--- src/rtl/wbc_rr_intercon.sv ---
// rtl/wbc_rr_intercon.sv - WISHBONE classic NM x NS shared-bus round-robin interconnect
//
// Purpose:
//   Shares one WISHBONE classic bus between NM masters and NS slaves.
//   - A registered round-robin arbiter holds the grant for a whole cycle.
//   - A base/mask decoder selects a slave. The lowest index wins on overlap.
//   - Strobes to an unmapped address get an interconnect error response.
//   - WBC_TIMEOUT_EN (optional) adds a watchdog. It errors out and aborts
//     a stalled slave cycle after TIMEOUT cycles.
//
// Ports:
//   clk_i, rst_i                 clock and asynchronous active-high reset
//   m_cyc_i/m_stb_i/m_we_i       per-master controls (NM bits each)
//   m_adr_i/m_dat_i/m_sel_i      per-master address, write data, byte selects
//   m_ack_o/m_err_o/m_rty_o      per-master terminations, owner only
//   m_dat_o                      shared read data (0 when no slave selected)
//   gnt_o                        one-hot current grant
//   s_cyc_o/s_stb_o/s_we_o       per-slave controls (NS bits each)
//   s_adr_o                      per-slave address, already masked to its offset
//   s_dat_o/s_sel_o              shared write data and byte selects
//   s_ack_i/s_err_i/s_rty_i      per-slave terminations
//   s_dat_i                      per-slave read data
module wbc_rr_intercon #(
  parameter int NM = 3,
  parameter int NS = 4,
  parameter int DW = 32,
  parameter int AW = 20,
  parameter logic [NS*AW-1:0] SLAVE_BASE = '0,
  parameter logic [NS*AW-1:0] SLAVE_MASK = '1,
  parameter int TIMEOUT = 255
) (
  input  logic               clk_i,
  input  logic               rst_i,
  input  logic [NM-1:0]      m_cyc_i,
  input  logic [NM-1:0]      m_stb_i,
  input  logic [NM-1:0]      m_we_i,
  input  logic [NM*AW-1:0]   m_adr_i,
  input  logic [NM*DW-1:0]   m_dat_i,
  input  logic [NM*DW/8-1:0] m_sel_i,
  output logic [NM-1:0]      m_ack_o,
  output logic [NM-1:0]      m_err_o,
  output logic [NM-1:0]      m_rty_o,
  output logic [DW-1:0]      m_dat_o,
  output logic [NM-1:0]      gnt_o,
  output logic [NS-1:0]      s_cyc_o,
  output logic [NS-1:0]      s_stb_o,
  output logic [NS-1:0]      s_we_o,
  output logic [NS*AW-1:0]   s_adr_o,
  output logic [DW-1:0]      s_dat_o,
  output logic [DW/8-1:0]    s_sel_o,
  input  logic [NS-1:0]      s_ack_i,
  input  logic [NS-1:0]      s_err_i,
  input  logic [NS-1:0]      s_rty_i,
  input  logic [NS*DW-1:0]   s_dat_i
);

  localparam int IW = (NM > 1) ? $clog2(NM) : 1;
  localparam int SW = DW / 8;

  typedef enum logic {ST_IDLE, ST_OWN} state_t;

  state_t         r_state;
  logic [NM-1:0]  r_gnt;
  logic [IW-1:0]  r_gnt_idx;
  logic [IW-1:0]  r_ptr;
  logic           r_derr;

  logic           w_found;
  logic [IW-1:0]  w_nxt_idx;
  logic           w_own_cyc, w_own_stb, w_own_we;
  logic [AW-1:0]  w_own_adr;
  logic [DW-1:0]  w_own_dat;
  logic [SW-1:0]  w_own_sel;
  logic [NS-1:0]  w_dec, w_hit;
  logic           w_dec_found, w_hit_any;
  logic           w_s_ack, w_s_err, w_s_rty, w_term;
  logic [DW-1:0]  w_rdat;
  logic           w_abort, w_terr;

  // Round-robin search: first requester above ptr, then wrap to 0..ptr.
  always_comb begin
    w_found   = 1'b0;
    w_nxt_idx = '0;
    for (int i = 0; i < NM; i++) begin
      if (!w_found && m_cyc_i[i] && (i > int'(r_ptr))) begin
        w_found   = 1'b1;
        w_nxt_idx = IW'(i);
      end
    end
    for (int i = 0; i < NM; i++) begin
      if (!w_found && m_cyc_i[i] && (i <= int'(r_ptr))) begin
        w_found   = 1'b1;
        w_nxt_idx = IW'(i);
      end
    end
  end

  // Owner mux. The grant is one-hot, so AND-OR selection suffices.
  assign w_own_cyc = |(m_cyc_i & r_gnt);
  assign w_own_stb = |(m_stb_i & m_cyc_i & r_gnt);
  assign w_own_we  = |(m_we_i & r_gnt);

  always_comb begin
    w_own_adr = '0;
    w_own_dat = '0;
    w_own_sel = '0;
    for (int i = 0; i < NM; i++) begin
      w_own_adr = w_own_adr | (m_adr_i[i*AW +: AW] & {AW{r_gnt[i]}});
      w_own_dat = w_own_dat | (m_dat_i[i*DW +: DW] & {DW{r_gnt[i]}});
      w_own_sel = w_own_sel | (m_sel_i[i*SW +: SW] & {SW{r_gnt[i]}});
    end
  end

  // Address decode with lowest-index priority.
  always_comb begin
    w_dec       = '0;
    w_dec_found = 1'b0;
    for (int k = 0; k < NS; k++) begin
      if (!w_dec_found &&
          ((w_own_adr & ~SLAVE_MASK[k*AW +: AW]) == SLAVE_BASE[k*AW +: AW])) begin
        w_dec_found = 1'b1;
        w_dec[k]    = 1'b1;
      end
    end
  end

  assign w_hit     = w_dec & {NS{w_own_cyc}};
  assign w_hit_any = |w_hit;

  assign w_s_ack = |(s_ack_i & w_hit);
  assign w_s_err = |(s_err_i & w_hit);
  assign w_s_rty = |(s_rty_i & w_hit);
  assign w_term  = w_s_ack | w_s_err | w_s_rty;

  always_comb begin
    w_rdat = '0;
    for (int k = 0; k < NS; k++) begin
      w_rdat = w_rdat | (s_dat_i[k*DW +: DW] & {DW{w_hit[k]}});
    end
  end

  always_comb begin
    for (int k = 0; k < NS; k++) begin
      s_adr_o[k*AW +: AW] = w_own_adr & SLAVE_MASK[k*AW +: AW];
    end
  end

  assign s_cyc_o = w_hit & {NS{~w_abort}};
  assign s_stb_o = s_cyc_o & {NS{w_own_stb}};
  assign s_we_o  = s_cyc_o & {NS{w_own_we}};
  assign s_dat_o = w_own_dat;
  assign s_sel_o = w_own_sel;

  assign m_dat_o = w_rdat;
  assign gnt_o   = r_gnt;
  assign m_ack_o = r_gnt & {NM{w_s_ack & ~w_abort}};
  assign m_rty_o = r_gnt & {NM{w_s_rty & ~w_abort}};
  assign m_err_o = r_gnt & {NM{w_own_cyc & ((w_s_err & ~w_abort) | r_derr | w_terr)}};

  // Arbiter FSM and unmapped-address error. The self-clearing r_derr
  // guarantees a low cycle between repeated error pulses.
  always_ff @(posedge clk_i or posedge rst_i) begin
    if (rst_i) begin
      r_state   <= ST_IDLE;
      r_gnt     <= '0;
      r_gnt_idx <= '0;
      r_ptr     <= IW'(NM - 1);
      r_derr    <= 1'b0;
    end else begin
      r_derr <= w_own_stb & ~w_hit_any & ~r_derr;
      case (r_state)
        ST_IDLE: begin
          if (w_found) begin
            r_gnt     <= NM'(1) << w_nxt_idx;
            r_gnt_idx <= w_nxt_idx;
            r_state   <= ST_OWN;
          end
        end
        ST_OWN: begin
          if (!w_own_cyc) begin
            r_gnt   <= '0;
            r_ptr   <= r_gnt_idx;
            r_state <= ST_IDLE;
          end
        end
        default: r_state <= ST_IDLE;
      endcase
    end
  end

`ifdef WBC_TIMEOUT_EN
  localparam logic [15:0] LP_TO = 16'(TIMEOUT);

  logic [15:0] r_wdt;
  logic        r_abort;
  logic        r_terr;

  // The abort flag masks the slave until the owner drops stb. This keeps a
  // late ack from the stalled slave from reaching the master.
  always_ff @(posedge clk_i or posedge rst_i) begin
    if (rst_i) begin
      r_wdt   <= '0;
      r_abort <= 1'b0;
      r_terr  <= 1'b0;
    end else begin
      r_terr <= 1'b0;
      if (!w_own_stb) begin
        r_wdt   <= '0;
        r_abort <= 1'b0;
      end else if (r_abort || w_term || !w_hit_any) begin
        r_wdt <= '0;
      end else if (r_wdt == (LP_TO - 16'd1)) begin
        r_wdt   <= '0;
        r_terr  <= 1'b1;
        r_abort <= 1'b1;
      end else begin
        r_wdt <= r_wdt + 16'd1;
      end
    end
  end

  assign w_abort = r_abort;
  assign w_terr  = r_terr;
`else
  logic w_unused_wdt;
  assign w_abort      = 1'b0;
  assign w_terr       = 1'b0;
  assign w_unused_wdt = w_term ^ (TIMEOUT > 0);
`endif

endmodule

--- config.mk ---
export PLATFORM = sky130hd
export DESIGN_NAME = wbc_rr_intercon
export DESIGN_NICKNAME = d
export VERILOG_FILES = /design/src/rtl/wbc_rr_intercon.sv
export SDC_FILE = /design/constraint.sdc
export NUM_CORES = 1
export LEC_CHECK = 0
export BUFFER_PORTS_ARGS = -buffer_cell sky130_fd_sc_hd__buf_4
export CAP_MARGIN = 5
export CORE_AREA = 2 2 190 192
export CTS_CLUSTER_DIAMETER = 120
export DETAILED_ROUTE_END_ITERATION = 10
export DIE_AREA = 0 0 192 194
export PLACE_DENSITY = 0.31
export REMOVE_ABC_BUFFERS = 1
export SYNTH_ARGS = -nofsm -noshare
export SYNTH_HDL_FRONTEND = slang
export SYNTH_SLANG_ARGS = --single-unit
--- constraint.sdc ---
create_clock -name clk_i -period 3.44 [get_ports clk_i]
set_input_delay 0.172 -clock clk_i [delete_from_list [all_inputs] [get_ports clk_i]]
set_output_delay 0.172 -clock clk_i [all_outputs]
set_load 0.1 [all_outputs]
==> metrics.csv, run 1 <==
stage;metric;value;unit
run_status;status;finished clean;
setup_path;ff2ff_path_depth;4;
drt;wl_per_cell;13.3;microns
finish;fin_area;0.00503;sq mm
finish;drive_above_1_share;0.661;
sta;hold_slack;0.247;ns
placed_design;placed_area;0.00494;sq mm
min_path;holdPathStages;3;
clocking;tritoncts;built;
setup_path;r2r-end;r_ptr[0];
drt;drt-total-wl;14.0;mm
setup_path;critPathSlowestCell;buf_4;
floorplan;placementRows;69;
setup_path;crit_type;reg -> out;
floorplan;die_y;194;microns
setup_path;cpPeakStageDelay;0.41;ns
sta;finalSetupViolCount;0;
drt;drt-initial-drc-count;302;
global_route;grt_pass1_wl;18.9;mm
placed_design;post-dp-hpwl;11.0;mm
sta;fin_crit_sh;0.645;
run;maxCapViolations;0;
clocking;postCtsSetupBuffers;0;
setup_path;r2r_setup_slack;1.69;ns
clocking;clk_latency;0.24;ns
clocking;cts_buffers;3;
drt;viasPerCell;3.22;
synth;synth_area_leaders;a222oi_1 28%, buf_4 25%, inv_1 10%;
placed_design;port_buffers;376;
setup_path;cp-startpoint;gnt_o[0];
synth;netlist_instances;295;
setup_path;end_kind;primary output;
setup_path;critical_path.most_common_cell;buf_4;
drt;drc_errors;0;
drt;ant_nets;0;
setup_path;path_cells;a222oi_1, buf_4, inv_2, and3_1, buf_4;
synth;yosysTopAreaCellShare;0.277;
floorplan;core;0.0352;sq mm
sta;period_needed;2.22;ns
synth;yosys.area.top_type;a222oi_1;
setup_path;cp.required;3.27;ns
synth;syn_area_per_cell;7.11;sq um
finish;area_growth;140;%
synth;synthTopCellsByCount;70 x buf_4, 58 x a222oi_1, 58 x inv_1, 30 x nor2b_1, 23 x clkbuf_1;
sta;maxSlewViolCount;0;
sta;skew;0.00213;ns
setup_path;critPathLaunchType;register;
sta;rsz0062_at_grt;no;
setup_path;cp.arrival;2.05;ns
synth;synth-edff-count;0;
synth;seq_area_frac_synth;0.108;
sta;maxSlewHeadroom;0.443;
floorplan;die_w;192;microns
synth;synthArstFlopShare;1.00;
global_route;grt_pass1_vias;3340;
synth;yosysMostFrequentCell;buf_4;
clocking;clk_path_buf_depth;2;
global_route;grt_util_all_layers;0.0654;
sta;worstMarginPinSlew;0.835;ns
setup_path;r2r_start;gnt_o[0];
finish;layout.nets;915;
synth;ys_seq_elements;9;
floorplan;pin_count;491;
synth;post_synth_instance_area;0.00210;sq mm
clocking;root_buffer;clkbuf_16;
setup_path;path_max_fanout;36;
clocking;htreeDepth;1;
global_route;antenna_found_initial;1;
drt;drtPass1Iterations;6;
synth;synth_cell_types;27;
floorplan;dieArea;0.0372;sq mm
synth;ys.flop_type;dfrtp_1;
drt;num_vias;3406;
clocking;clock-sinks;9;
setup_path;worstSetupEndpoint;m_ack_o[2];
finish;fillers;4071;
floorplan;start_util;0.0596;
sta;hold_viol_final;0;
placed_design;gp_congestion;0.691;
sta;fmax;451;MHz
global_route;grt_max_degree;64;
synth;yosysWarnings;0;
clocking;clk_pin_slew_worst_paths;0.04;ns
global_route;grt_overflow;0;
min_path;hold_path_class;in -> reg;
-- state kept, by name, indices dropped and copies added, names as in the netlist --
register   flops
r_gnt_idx      2
r_ptr          2
r_state        1
r_derr         1
gnt_o          3
-- per-stage QoR --
| step | std cells | utilization | worst slack, ns | TNS, ns |
|---|---|---|---|---|
| finish | 1057 | 0.143 | 1.22 | 0 |
| global route | 1056 | 0.143 | 1.12 | 0 |
| detailed placement | 1051 | 0.140 | 1.47 | 0 |
| floorplan | 210 | - | -2.16 | -173.23 |
| CTS | 1056 | 0.143 | 1.21 | 0 |
| global placement | 1051 | 0.140 | 1.44 | 0 |
-- layout make-up --
| class | instances | area [sq um] | share of cell area |
|---|---|---|---|
| flip-flops and latches | 9 | 230 | 0.0457 |
| multi-input cells | 142 | 1060 | 0.211 |
| repair buffers | 381 | 2860 | 0.569 |
| diodes | 1 | 2.50 | 0.000497 |
| well taps | 461 | 577 | 0.115 |
| inverters | 59 | 221 | 0.0440 |
| clock buffers | 4 | 78.8 | 0.0157 |
-- cells in the final DEF (no fill, tap or decap), types with 2 or more instances in the layout --
master	n
a21oi_1	3
a222oi_1	58
and2b_1	4
and3_1	6
buf_4	380
clkbuf_16	3
conb_1	10
dfrtp_1	5
dfrtp_2	3
inv_1	58
mux2_2	2
nand2_1	7
nand3_1	5
nor2_1	6
nor2b_1	30
o21ai_0	2
-- worst max-delay path, delay by kind of cell (launching register included) --
kind / cells / cell delay [ns]
buffers and inverters: 3 / 0.81
AND/OR/NAND/NOR: 1 / 0.22
AO/OA/AOI/OAI: 1 / 0.37
flip-flops: 1 / 0.39
-- layer usage --
layer / share of wire / track usage
met4: 0.0036 / 0.00679
met5: 0 / 0
met3: 0.12 / 0.0152
met1: 0.34 / 0.0654
met2: 0.54 / 0.137
-- worst min-delay path by stage --
stage | from | end
global placement | rst_i | r_ptr[0]
floorplan | rst_i | gnt_o[0]
global route | m_cyc_i[0] | gnt_o[0]
finish | m_cyc_i[0] | gnt_o[0]
detailed placement | rst_i | r_ptr[0]
CTS | m_cyc_i[0] | gnt_o[0]
-- timing repair --
item	CTS	global route
hold buffers	1	0
resized for setup	0	0
hold endpoints to repair	8	0
-- logic make-up (layout without fill, tap and decap cells) --
family	count (synthesis)	count (layout)	share of synthesized area
compound gates	66	66	0.300
buf+inv	153	444	0.402
flops	9	9	0.108
mux	3	3	0.0155
other cells	1	11	0.00179
simple gates	63	63	0.172
Power of run 1 is not shown: default switching activity piles up to over one toggle a cycle in this logic, so the estimate is an artifact.
==> run 2: changes to the inputs <==
- ABC_AREA: unset -> 1
- CORE_AREA: 2 2 190 192 -> 2 2 192 194
- DIE_AREA: 0 0 192 194 -> 0 0 194 196
- PLACE_DENSITY: 0.31 -> 0.32
- clock period: 3.44 -> 1.8 ns (I/O delays scaled with it)
==> run 2 against run 1 <==
  * Design area rose by 6.9%
  * Wire length rose by 10%
  * Global-route usage is 0.88 points higher
  * Hold slack better by 0.053 ns
  * Via count grew 9.1%
  * Clock skew increased by 0.0015 ns
  * Critical path depth down 1
  * Core utilization is 0.63 points higher
  * Sequential share of layout area is 0.30 points lower
  * Synthesized area up 12%
  * First-iteration DRC count fell by 73%
  * Non-clock buffer count up 5
  * Critical path type unchanged
  * Critical endpoint is now s_adr_o[71]
==> metrics.csv, run 2 <==
stage;metric;value;unit;change
finish;largest_reg_flops;3;;unchanged
setup_path;crit_type;reg -> out;;unchanged
synth;synth-xor-area-share;0;;unchanged
finish;layout.cells.most_common;buf_4;;unchanged
synth;syn_area_per_cell;5.08;sq um;was 7.11 sq um
placed_design;gp_congestion;0.721;;was 0.691
sta;setup_tns;0;ns;unchanged
finish;layout.nets;1087;;was 915
floorplan;die_y;196;microns;was 194 microns
clocking;clk_pin_slew_worst_paths;0.04;ns;about the same
synth;synth_compound_area_frac;0.00426;;was 0.300
setup_path;r2r-end;gnt_o[0];;was r_ptr[0]
finish;drive_above_1_share;0.540;;was 0.661
min_path;whs_endpoint;gnt_o[0];;unchanged
synth;ys_seq_elements;9;;unchanged
drt;drt-total-wl;15.5;mm;was 14.0 mm
synth;muxShareOfSynthArea;0;;was 0.0155
run_status;status;finished clean;;unchanged
floorplan;dieArea;0.0380;sq mm;was 0.0372 sq mm
setup_path;path_cells;buf_12, nand2_1, nand3_1, buf_4;;was a222oi_1, buf_4, inv_2, and3_1, buf_4
drt;drc_errors;0;;unchanged
sta;period_needed;1.69;ns;
min_path;holdPathStages;6;;was 3
finish;n_antenna_cell;0;;was 1
synth;ys.flop_type;dfrtp_1;;unchanged
placed_design;post-dp-hpwl;13.1;mm;was 11.0 mm
synth;synth-edff-count;0;;unchanged
setup_path;cp.required;1.71;ns;was 3.27 ns
synth;synth_fa_ha_area_frac;0;;unchanged
drt;viasPerCell;3.01;;was 3.22
finish;fin_area;0.00538;sq mm;was 0.00503 sq mm
floorplan;die_w;194;microns;was 192 microns
placed_design;placed_area;0.00527;sq mm;was 0.00494 sq mm
setup_path;critPathSlowestCell;dfrtp_2;;was buf_4
floorplan;start_util;0.0652;;was 0.0596
finish;most-common-layout-cells;377 x buf_4, 221 x nand2_1, 65 x nand3_1;;was 380 x buf_4, 58 x inv_1, 58 x a222oi_1
sta;fin_crit_sh;0.939;;
global_route;grt_pass1_vias;3551;;was 3,340
clocking;htreeDepth;1;;unchanged
synth;synth_top_family_by_area;simple AND/OR/NAND/NOR gates;;was buffers and inverters
global_route;grt_max_degree;57;;was 64
clocking;clk_path_buf_depth;2;;unchanged
setup_path;r2r_setup_slack;0.55;ns;was 1.69 ns
min_path;hold_start;m_cyc_i[1];;was m_cyc_i[0]
setup_path;ff2ff_path_depth;7;;was 4
synth;yosysMostFrequentCell;nand2_1;;was buf_4
clocking;clock-sinks;9;;unchanged
synth;yosysTopAreaCellShare;0.353;;was 0.277
setup_path;cp.arrival;1.60;ns;was 2.05 ns
floorplan;placementRows;70;;was 69
sta;skew;0.00365;ns;was 0.00213 ns
global_route;grt_pass1_wl;21.9;mm;was 18.9 mm
setup_path;end_kind;primary output;;unchanged
clocking;root_buffer;clkbuf_16;;unchanged
drt;ant_nets;0;;unchanged
synth;seq_area_frac_synth;0.0963;;was 0.108
run;maxCapViolations;0;;unchanged
synth;netlist_instances;463;;was 295
floorplan;core;0.0361;sq mm;was 0.0352 sq mm
placed_design;place_ws;0.235;ns;was 1.47 ns
clocking;postCtsSetupBuffers;0;;unchanged
synth;yosys.area.top_type;nand2_1;;was a222oi_1
sta;finalSetupViolCount;0;;unchanged
setup_path;critPathLaunchType;register;;unchanged
sta;maxSlewViolCount;0;;unchanged
sta;worst_slack;0.110;ns;was 1.22 ns
drt;drt-initial-drc-count;83;;was 302
placed_design;port_buffers;376;;unchanged
drt;drtPass1Iterations;4;;was 6
synth;synthTopCellsByCount;221 x nand2_1, 70 x buf_4, 65 x nand3_1, 35 x inv_1, 15 x clkbuf_1;;was 70 x buf_4, 58 x a222oi_1, 58 x inv_1, 30 x nor2b_1, 23 x clkbuf_1
drt;wl_per_cell;12.6;microns;was 13.3 microns
global_route;grt_overflow;0;;unchanged
floorplan;pin_count;491;;unchanged
setup_path;path_max_fanout;56;;was 36
setup_path;r2r_start;r_ptr[1];;was gnt_o[0]
synth;yosysWarnings;0;;unchanged
clocking;tritoncts;built;;unchanged
global_route;grt_util_all_layers;0.0742;;was 0.0654
sta;fmax;592;MHz;
global_route;antenna_found_initial;0;;was 1
synth;yosys.area_share.simple;0.548;;was 0.172
drt;num_vias;3717;;was 3,406
setup_path;cpPeakStageDelay;0.39;ns;was 0.41 ns
synth;post_synth_instance_area;0.00235;sq mm;was 0.00210 sq mm
synth;synth_area_leaders;nand2_1 35%, buf_4 22%, nand3_1 14%;;was a222oi_1 28%, buf_4 25%, inv_1 10%
min_path;hold_path_class;in -> reg;;unchanged
synth;synth_cell_types;18;;was 27
clocking;clk_latency;0.23;ns;was 0.24 ns
sta;hold_viol_final;0;;unchanged
finish;area_growth;129;%;was 140%
synth;synthArstFlopShare;1.00;;unchanged
clocking;cts_buffers;3;;unchanged
## run 2: cell types whose count changed after synthesis, sizes merged, moves of 3 or more
cell and delta:
clkbuf -8, nand3 +61, nor2b -30, buf +9, a222oi -58, nor2 +5
nand2 +223, nand4 +3, and3 -6, and2b -4, a21oi -3, inv -14
## run 2: routing by layer
metal / track usage / share of wire / vias up
met3: 0.0105 / 0.058 / 8
met2: 0.142 / 0.53 / 167
met1: 0.0882 / 0.40 / 1615
li1: - / - / 1927
met4: 0.0123 / 0.013 / 0
met5: 0 / 0 / -
## run 2: worst max-delay path by stage
stage	slack [ns]	start	to
after detailed placement	0.23	gnt_o[1]	m_ack_o[1]
after global routing	-0.009	gnt_o[1]	m_dat_o[20]
after CTS	0.02	gnt_o[1]	m_ack_o[1]
final	0.11	gnt_o[0]	s_adr_o[71]
after global placement	0.23	gnt_o[1]	m_ack_o[1]
after floorplan	-3.07	gnt_o[1]	s_adr_o[0]
## run 2: cell type report
| type | instances | area [sq um] |
|---|---|---|
| sequential | 9 | 230 |
| clock buffer | 4 | 78.8 |
| tap | 468 | 586 |
| timing repair buffer | 386 | 2970 |
| multi-input combinational | 323 | 1350 |
| fill | 4219 | 30700 |
| inverter | 45 | 169 |
## run 2: through the flow
step	instances	util	hold WS, ns
2_1_floorplan	377	-	-0.0828
3_3_place_gp	1230	0.146	0.105
6_report	1235	0.149	0.300
4_1_cts	1235	0.149	0.292
3_5_place_dp	1230	0.146	0.0933
5_1_grt	1235	0.149	0.321
## run 2: logic make-up (layout without fill, tap and decap cells)
logic type,Yosys count,count (layout)
DFF,9,9
buffers and inverters,140,435
AOI/OAI and AO/OA,2,2
other,1,10
and+or+nand+nor,311,311
## run 2: timing repair
action	in CTS	in global routing
cloned	0	0
hold buffers	1	0
setup endpoints to repair	1	39
endpoints found under the hold margin	8	0
resized for setup	1	4
## run 2: critical path: cells and delay by family, from the launching register on
family	cells	cell delay (ns)
AND/OR/NAND/NOR	2	0.33
buffers and inverters	2	0.61
flip-flops	1	0.39
Power of run 2 is left out for the same reason.
==> run 3: changes to the inputs <==
- PLACE_DENSITY: 0.32 -> 0.36
==> run 3 against run 2 <==
  * Worst setup slack worse by 0.024 ns
  * Non-clock buffer count unchanged
  * Count of clock-buffer cells in the layout unchanged
  * First-iteration DRC count up 28%
  * Critical endpoint is now s_adr_o[63]
  * Core utilization about the same
  * Highest routed layer unchanged
  * Critical path type unchanged
  * Hold slack worse by 0.012 ns
  * Via count up 1.8%
  * Register-to-register slack about the same
  * Global-route usage up 0.48 points
==> metrics.csv, run 3 (synthesized netlist as in run 2, its figures left out) <==
stage;metric;value;unit;change
setup_path;path_max_fanout;16;;was 56
setup_path;critical_path.top_delay_family;buffers and inverters;;unchanged
sta;maxSlewViolCount;0;;unchanged
setup_path;path_cells;buf_4, nand2_1, nand3_1, buf_4;;was buf_12, nand2_1, nand3_1, buf_4
clocking;clk_path_buf_depth;2;;unchanged
floorplan;die_w;194;microns;unchanged
placed_design;port_buffers;376;;unchanged
floorplan;placementRows;70;;unchanged
global_route;grt_overflow;0;;unchanged
min_path;hold_path_class;in -> reg;;unchanged
drt;met3_length;1.00;mm;was 904 microns
setup_path;worstSetupEndpoint;s_adr_o[63];;was s_adr_o[71]
setup_path;worstSetupPathDepth;4;;unchanged
setup_path;r2r_start;r_ptr[1];;unchanged
setup_path;end_kind;primary output;;unchanged
setup_path;cp.required;1.71;ns;about the same
clocking;cts_buffers;3;;unchanged
floorplan;core;0.0361;sq mm;unchanged
global_route;grt_pass1_vias;3635;;was 3,551
min_path;hold_start;m_cyc_i[1];;unchanged
global_route;antenna_found_initial;0;;unchanged
drt;drt-total-wl;16.4;mm;was 15.5 mm
clocking;tritoncts;built;;unchanged
clocking;postCtsSetupBuffers;0;;unchanged
setup_path;critPathSlowestCell;dfrtp_2;;unchanged
global_route;grt_util_all_layers;0.0790;;was 0.0742
setup_path;path_buf_inv;2;;unchanged
clocking;root_buffer;clkbuf_16;;unchanged
finish;drive_above_1_share;0.538;;was 0.540
global_route;grt_max_degree;58;;was 57
finish;largest_reg_flops;3;;unchanged
drt;route.met2.wl;8.79;mm;was 8.25 mm
clocking;htreeDepth;1;;unchanged
sta;finalSetupViolCount;0;;unchanged
run_status;status;finished clean;;unchanged
floorplan;dieArea;0.0380;sq mm;unchanged
sta;period_needed;1.71;ns;was 1.69 ns
drt;viasPerCell;3.06;;was 3.01
drt;ant_nets;0;;unchanged
drt;wl_per_cell;13.3;microns;was 12.6 microns
placed_design;placed_area;0.00526;sq mm;was 0.00527 sq mm
finish;n_antenna_cell;0;;unchanged
clocking;clk_latency;0.23;ns;about the same
finish;layout.cells.most_common;buf_4;;unchanged
drt;drc_errors;0;;unchanged
clocking;clk_pin_slew_worst_paths;0.04;ns;about the same
sta;fin_crit_sh;0.952;;was 0.939
sta;fmax;583;MHz;was 592 MHz
setup_path;cp.arrival;1.62;ns;was 1.60 ns
drt;drt-initial-drc-count;106;;was 83
global_route;grt_pass1_wl;22.8;mm;was 21.9 mm
floorplan;start_util;0.0652;;unchanged
setup_path;r2r-end;gnt_o[0];;unchanged
sta;hold_viol_final;0;;unchanged
drt;drtPass1Iterations;4;;unchanged
drt;top_layer_used;met4;;unchanged
finish;area_growth;128;%;was 129%
finish;most-common-layout-cells;377 x buf_4, 221 x nand2_1, 65 x nand3_1;;unchanged
floorplan;die_y;196;microns;unchanged
setup_path;critPathLaunchType;register;;unchanged
setup_path;ff2ff_path_depth;7;;unchanged
placed_design;gp_congestion;0.747;;was 0.721
sta;rsz0062_at_grt;yes;;
setup_path;crit_type;reg -> out;;unchanged
drt;num_vias;3783;;was 3,717
finish;fin_area;0.00537;sq mm;was 0.00538 sq mm
sta;setup_tns;0;ns;unchanged
clocking;clock-sinks;9;;unchanged
floorplan;pin_count;491;;unchanged
setup_path;critical_path.most_common_cell;buf_4;;
placed_design;post-dp-hpwl;14.0;mm;was 13.1 mm
sta;skew;0.00382;ns;was 0.00365 ns
drt;wirelength_met1;6.54;mm;was 6.14 mm
run;maxCapViolations;0;;unchanged
setup_path;r2r_setup_slack;0.55;ns;about the same
finish;layout.nets;1087;;unchanged
setup_path;cpPeakStageDelay;0.38;ns;was 0.39 ns
setup_path;cp-startpoint;gnt_o[0];;unchanged
## run 3: layer usage
| layer | GRT usage | vias up |
|---|---|---|
| li1 | - | 1920 |
| met4 | 0.00589 | 0 |
| met2 | 0.155 | 166 |
| met1 | 0.0936 | 1693 |
| met5 | 0 | - |
| met3 | 0.0115 | 4 |
## run 3: worst min-delay path by stage
stage,end,slack [ns],cells past startpoint
detailed placement,r_gnt_idx[1],0.08,2
global placement,r_gnt_idx[1],0.08,2
CTS,gnt_o[1],0.29,5
global route,gnt_o[1],0.32,5
floorplan,gnt_o[0],-0.08,1
finish,gnt_o[1],0.29,5
## run 3: stage by stage
stage	hold slack (ns)	cells	utilization	worst slack [ns]
6_report	0.288	1235	0.149	0.0859
5_1_grt	0.320	1235	0.149	-0.00991
4_1_cts	0.291	1235	0.149	0.0481
3_5_place_dp	0.0827	1230	0.146	0.230
3_3_place_gp	0.0843	1230	0.146	0.231
2_1_floorplan	-0.0828	377	-	-3.07
## run 3: final cells by class
class,count,area (sq um)
fill,4224,30700
sequential,9,230
multi-input combinational,323,1340
timing repair buffer,386,2970
clock buffer,4,78.8
tap,468,586
inverter,45,169
## run 3: tightest hold or removal path, delay by kind of cell
kind / cells / cell delay, ns
buffers and inverters: 1 / 0.12
and+or+nand+nor: 4 / 0.28
## run 3: what timing repair did
action                                  4_1_cts  5_1_grt
resized for setup                             2        3
pin swaps                                     0        0
hold buffers                                  1        0
hold endpoints to repair                      8        0
endpoints found under the setup margin       13        7
Power of run 3 is left out for the same reason.
